<file path="src/rtl/alu_issue_scheduler.sv">
// Collapsing in-order-age issue queue feeding the single integer ALU.
// Entry 0 is the oldest; the oldest op with both sources ready is issued each cycle.
module alu_issue_scheduler #(
  parameter int DEPTH = 8,
  parameter int TAG_W = 6,
  parameter int CNT_W = $clog2(DEPTH + 1)
) (
  input  logic             clk,
  input  logic             rst_n,
  input  logic             flush,
  input  logic             disp_valid,
  output logic             disp_ready,
  input  logic [6:0]       disp_opcode,
  input  logic [2:0]       disp_func3,
  input  logic [6:0]       disp_func7,
  input  logic [TAG_W-1:0] disp_ps1,
  input  logic             disp_ps1_rdy,
  input  logic [TAG_W-1:0] disp_ps2,
  input  logic             disp_ps2_rdy,
  input  logic             disp_use_imm,
  input  logic [31:0]      disp_imm,
  input  logic [TAG_W-1:0] disp_pd,
  input  logic             wb_valid,
  input  logic [TAG_W-1:0] wb_tag,
  output logic             iss_valid,
  input  logic             iss_ready,
  output logic [6:0]       iss_opcode,
  output logic [2:0]       iss_func3,
  output logic [6:0]       iss_func7,
  output logic [TAG_W-1:0] iss_ps1,
  output logic [TAG_W-1:0] iss_ps2,
  output logic             iss_use_imm,
  output logic [31:0]      iss_imm,
  output logic [TAG_W-1:0] iss_pd,
  output logic [CNT_W-1:0] occupancy
);

  localparam int IDX_W = $clog2(DEPTH);

  typedef struct packed {
    logic [6:0]       opcode;
    logic [2:0]       func3;
    logic [6:0]       func7;
    logic [TAG_W-1:0] ps1;
    logic [TAG_W-1:0] ps2;
    logic             use_imm;
    logic [31:0]      imm;
    logic [TAG_W-1:0] pd;
  } entry_t;

  entry_t           ent   [DEPTH];
  entry_t           ent_n [DEPTH];
  logic [DEPTH-1:0] r1, r2, r1_n, r2_n;
  logic [DEPTH-1:0] valid;
  logic [CNT_W-1:0] occ_n;
  logic             sel_found;
  logic [IDX_W-1:0] sel_idx;
  logic [IDX_W-1:0] wr_idx;
  logic             issue_fire;
  logic             disp_fire;
  entry_t           sel_ent;
  entry_t           new_ent;

  // Tag 0 is the zero register and never produces a wakeup.
  function automatic logic woken(input logic             bc_valid,
                                 input logic [TAG_W-1:0] bc_tag,
                                 input logic [TAG_W-1:0] src);
    return bc_valid && (bc_tag != '0) && (bc_tag == src);
  endfunction

  always_comb begin
    for (int i = 0; i < DEPTH; i++) begin
      valid[i] = (CNT_W'(i) < occupancy);
    end
  end

  // Descending scan so the lowest ready index wins.
  always_comb begin
    sel_found = 1'b0;
    sel_idx   = '0;
    for (int i = DEPTH - 1; i >= 0; i--) begin
      if (valid[i] && r1[i] && r2[i]) begin
        sel_found = 1'b1;
        sel_idx   = IDX_W'(i);
      end
    end
  end

  assign iss_valid  = sel_found && !flush;
  assign issue_fire = iss_valid && iss_ready;
  assign disp_ready = (occupancy < CNT_W'(DEPTH)) && !flush;
  assign disp_fire  = disp_valid && disp_ready;
  assign wr_idx     = occupancy[IDX_W-1:0] - IDX_W'(issue_fire);

  assign new_ent = '{opcode:  disp_opcode,
                     func3:   disp_func3,
                     func7:   disp_func7,
                     ps1:     disp_ps1,
                     ps2:     disp_ps2,
                     use_imm: disp_use_imm,
                     imm:     disp_imm,
                     pd:      disp_pd};

  // Collapse above the issued slot, apply wakeup to the shifted image, then append.
  always_comb begin
    for (int i = 0; i < DEPTH; i++) begin
      ent_n[i] = ent[i];
      r1_n[i]  = r1[i];
      r2_n[i]  = r2[i];
    end
    for (int i = 0; i < DEPTH - 1; i++) begin
      if (issue_fire && (IDX_W'(i) >= sel_idx)) begin
        ent_n[i] = ent[i+1];
        r1_n[i]  = r1[i+1];
        r2_n[i]  = r2[i+1];
      end
    end
    for (int i = 0; i < DEPTH; i++) begin
      r1_n[i] = r1_n[i] | woken(wb_valid, wb_tag, ent_n[i].ps1);
      r2_n[i] = r2_n[i] | woken(wb_valid, wb_tag, ent_n[i].ps2);
    end
    if (disp_fire) begin
      ent_n[wr_idx] = new_ent;
      r1_n[wr_idx]  = disp_ps1_rdy || (disp_ps1 == '0) || woken(wb_valid, wb_tag, disp_ps1);
      r2_n[wr_idx]  = disp_ps2_rdy || (disp_ps2 == '0) || woken(wb_valid, wb_tag, disp_ps2);
    end
    occ_n = occupancy + CNT_W'(disp_fire) - CNT_W'(issue_fire);
    if (flush) begin
      occ_n = '0;
    end
  end

  always_ff @(posedge clk or negedge rst_n) begin
    if (!rst_n) begin
      occupancy <= '0;
      r1        <= '0;
      r2        <= '0;
      for (int i = 0; i < DEPTH; i++) begin
        ent[i] <= '0;
      end
    end else begin
      occupancy <= occ_n;
      r1        <= r1_n;
      r2        <= r2_n;
      for (int i = 0; i < DEPTH; i++) begin
        ent[i] <= ent_n[i];
      end
    end
  end

  // Payload is zeroed whenever nothing is presented.
  assign sel_ent     = iss_valid ? ent[sel_idx] : '0;
  assign iss_opcode  = sel_ent.opcode;
  assign iss_func3   = sel_ent.func3;
  assign iss_func7   = sel_ent.func7;
  assign iss_ps1     = sel_ent.ps1;
  assign iss_ps2     = sel_ent.ps2;
  assign iss_use_imm = sel_ent.use_imm;
  assign iss_imm     = sel_ent.imm;
  assign iss_pd      = sel_ent.pd;

endmodule

</file>
<file path="config.mk">
export PLATFORM = sky130hd
export DESIGN_NAME = alu_issue_scheduler
export DESIGN_NICKNAME = d
export VERILOG_FILES = /design/src/rtl/alu_issue_scheduler.sv
export SDC_FILE = /design/constraint.sdc
export NUM_CORES = 2
export LEC_CHECK = 0
export ABC_AREA = 1
export CORE_AREA = 2 2 308 432
export CTS_CLUSTER_DIAMETER = 40
export DETAILED_ROUTE_END_ITERATION = 8
export DIE_AREA = 0 0 310 434
export PLACE_DENSITY_LB_ADDON = 0.2
export SKIP_LAST_GASP = 1
export SLEW_MARGIN = 20
export SYNTH_ARGS = -nofsm -noshare
export SYNTH_HDL_FRONTEND = slang
export SYNTH_SLANG_ARGS = --single-unit
</file>
<file path="constraint.sdc">
create_clock -name clk -period 8.83 [get_ports clk]
set_clock_uncertainty 0.15 [all_clocks]
set_input_delay 1.3245 -clock clk [delete_from_list [all_inputs] [get_ports clk]]
set_output_delay 1.3245 -clock clk [all_outputs]
set_load 0.01 [all_outputs]
</file>
==> key figures <==
Synth
  – Total standard cell area after synthesis: about 33000 µm²
  – Number of distinct standard cells referenced by the synthesized netlist: 36
  – Flop and latch count out of synthesis: roughly 560
  – Share of synthesized area occupied by flip-flops and latches: a little over two fifths
  – Yosys synthesis warning count: 0
  – Avg Cell Area, Syn: about 7.1 µm²
  – Net count after synthesis: 4689
  – Synth Instances: 4598

Critical path
  – Critical path capture point type: output port
  – Classification of the worst setup path: flop to output port
  – Critical-path maximum fanout: 212
  – Required time of the critical path: between 7000 and 8000 ps
  – Critical path data arrival time: 5370 ps
  – Critical Path Source Type: flop

STA
  – Final Critical Period: 6840 ps
  – Final setup violating endpoints: 0
  – Worst slew slack as a fraction of its limit: -3.92%
  – Setup TNS Final: 0 ps
  – Max-slew violation total from the final report: 60
  – RSZ-0062 raised after global routing: no
  – Transition time at the pin with the least slew margin: about 1600 ps
  – Ratio of final minimum period to clock period: 77.5%
  – Highest Clock Rate: between 100 and 150 MHz
  – Final Hold Violating Endpoints: 0

Routing
  – Total via count after detailed routing: around 32000
  – Via/cell ratio: 5.04
  – Wire per inst: roughly 22 µm
  – First DRT Iteration DRCs: about 2600
  – Post-route DRC: 0
  – Wire length reported by the detailed router: approximately 140000 µm
  – First-pass detailed-route iteration total: 5
  – Remaining antenna violation count: 0

Floorplanning
  – Die extent in x: slightly above 300 µm
  – Count of pins on the block boundary: about 160
  – Site row count: between 150 and 200
  – Effective utilization at floorplan: 25.0%
  – Floorplan die area: 135000 µm²
  – Die height: 434 µm
  – Placeable Area: roughly 130000 µm²

Clock tree
  – Num Clock Sinks: about 560
  – Number of CTS-inserted buffers: ~110
  – TritonCTS clock tree: yes
  – Total of hold buffers inserted after clock tree synthesis: 0
  – Post_cts resized: 0
  – Setup bufs post-CTS: 0
  – H-Tree Depth: 3
  – Later-pin clock latency in the skew report: roughly 730 ps
  – Clock buffer depth: 3
  – CTS clock-pin slew for the worst setup and hold paths: 50 ps
  – CTS Root Buffer Type: clkbuf_16

Global routing
  – Global-route wire length before repair: roughly 210000 µm
  – Vias in the first global route: between 30000 and 40000
  – Global router's overall resource usage: approximately a fifth
  – Initial antenna violation count: 2
  – GRT Residual Overflow: 0
  – Pin count of the biggest net entering global routing: 213

Run status
  – Violations in the final reports: slew limit
  – Outcome: complete, but fails checks

Power and ir drop
  – Leak Pwr: 17.6 nW
  – Peak supply drop: between 0.7 and 0.8 mV
  – Power density normalized to cell area: ~500 nW/µm²

Finish
  – Fraction of layout cells with a size suffix above 1: 6.45%
  – Area of all sequential standard cells: around 14000 µm²
  – Count of fill cells added during filler insertion: 14222
  – Area of the multi-input gates: around 15000 µm²
  – Area growth, synth to finish: 21.3%
  – Number of cells in the finished layout apart from fillers: approximately 6400
  – Final net count: ~4700

Placement
  – HPWL after DPL: ~80000 µm
  – Port buffer count: 155
  – Final weighted congestion in routability-driven placement: slightly above 0.8
  – Number of placed instances, taps included: 6204

Hold path
  – Min-Delay Path Class: flop to flop

Run
  – Max-capacitance violation count: 0
## worst max-delay path, stage by stage (launching register included)
cell             delay (ps)
dfrtp_1                 410
inv_1                   100
ha_1                    280
nand3_1                 100
nand2_1                  90
a21boi_1                370
nand2_8                 360
buf_12                  330
o211ai_1                470
a21oi_1                 140
nor3_1                  880
clkdlybuf4s50_1         700
## power breakdown
| group | switching, mW | internal [mW] | total (mW) |
|---|---|---|---|
| Clock | 1.57 | 2.90 | 4.47 |
| Sequential | 0.722 | 3.89 | 4.61 |
| Combinational | 7.25 | 3.38 | 10.6 |
## cell usage in the layout (no fill, tap or decap), types with 10 or more instances in the layout
cell type        Yosys  layout
o21ai_0            969     969
nand2_1            801     794
dfrtp_1            564     564
inv_1              534     528
a21oi_1            519     519
nor2_1             279     272
nand3_1            214     214
clkdlybuf4s50_1      0     154
clkbuf_16            0     112
o211ai_1            81      81
nor3_1              72      72
a211oi_1            71      71
o22ai_1             58      58
buf_4                9      57
clkinv_2             0      30
o21ai_1             17      17
clkbuf_8             0      17
bufinv_16            0      15
clkinvlp_4           0      15
inv_6                0      10
clkbuf_1           270      10
## final timing paths
kind                                               to  depth (start not counted)    startpoint  slack (ps)
max                                       iss_imm[29]                         11  occupancy[2]        1990
min                                          ent[360]                          2      ent[292]         360
max reg2reg                                     r1[2]                         18  occupancy[2]        2980
min reg2reg                                  ent[360]                          2      ent[292]         360
max in group asynchronous                    ent[199]                          2         rst_n        6530
min in group asynchronous  asynchronous set/reset pin                          1         rst_n         480
## layer usage
| layer | track usage (%) | up-vias | routed length (µm) |
|---|---|---|---|
| met5 | 0 | - | 0 |
| met4 | 8.09 | 0 | 4920 |
| met3 | 2.51 | 246 | 7450 |
| met2 | 34.3 | 1036 | 66400 |
| met1 | 27.3 | 15709 | 61700 |
| li1 | - | 15336 | - |
## metrics by stage
| stage | setup WS (ps) | utilization [%] | power, mW | cell area (µm²) | hold WS, ps |
|---|---|---|---|---|---|
| 6_report | 1990 | 30.3 | 19.7 | 39500 | 358 |
| 5_1_grt | 1760 | 30.3 | 21.2 | 39500 | 398 |
| 4_1_cts | 2120 | 30.3 | 19.8 | 39500 | 360 |
| 3_5_place_dp | 2880 | 27.2 | 15.2 | 35500 | 348 |
| 3_3_place_gp | 2870 | 27.2 | 15.2 | 35500 | 341 |
| 2_1_floorplan | 4780 | - | 11.3 | 32600 | 330 |
## synthesized netlist by cell type
cell	instances	area [µm²]
o22ai_1	58	363
a311o_1	2	20.0
a21o_1	1	7.51
inv_1	534	2000
nand2_1	801	3010
o21ai_2	2	17.5
buf_4	9	67.6
ha_1	8	100
a2111oi_0	1	8.76
nand3_1	214	1070
nor2_2	3	18.8
a211oi_1	71	533
nor2_1	279	1050
inv_2	6	22.5
nor3_1	72	360
nor3_4	1	16.3
or2_2	1	6.26
xor2_1	7	61.3
a21oi_1	519	2600
fa_1	1	20.0
clkbuf_1	270	1010
o21a_1	2	15.0
dfrtp_1	564	14100
o21ai_0	969	4850
nand4_1	5	31.3
buf_2	55	275
xnor2_1	3	26.3
nand2_2	3	18.8
nand3b_1	1	7.51
a21boi_1	1	7.51
o21ai_1	17	85.1
o211ai_1	81	608
clkinv_1	4	15.0
o31ai_1	1	7.51
buf_1	27	101
nor4_1	5	31.3
## cell families after synthesis
logic type,synth area share (%)
XOR/XNOR,0.269
buffers and inverters,10.7
AO/OA/AOI/OAI,28.0
flip-flops,43.4
adder cells (fa/ha/maj),0.369
AND/OR/NAND/NOR,17.2
## final cells by class
| cell class | count | area share [%] |
|---|---|---|
| antenna | 1 | 0.00634 |
| clock inverter | 71 | 2.19 |
| sequential | 564 | 35.7 |
| multi-input combinational | 3129 | 38.2 |
| timing repair buffer | 218 | 5.33 |
| tap | 1749 | 5.54 |
| clock buffer | 139 | 7.79 |
| inverter | 544 | 5.23 |
No activity file was read; power rests on OpenSTA's default activity.
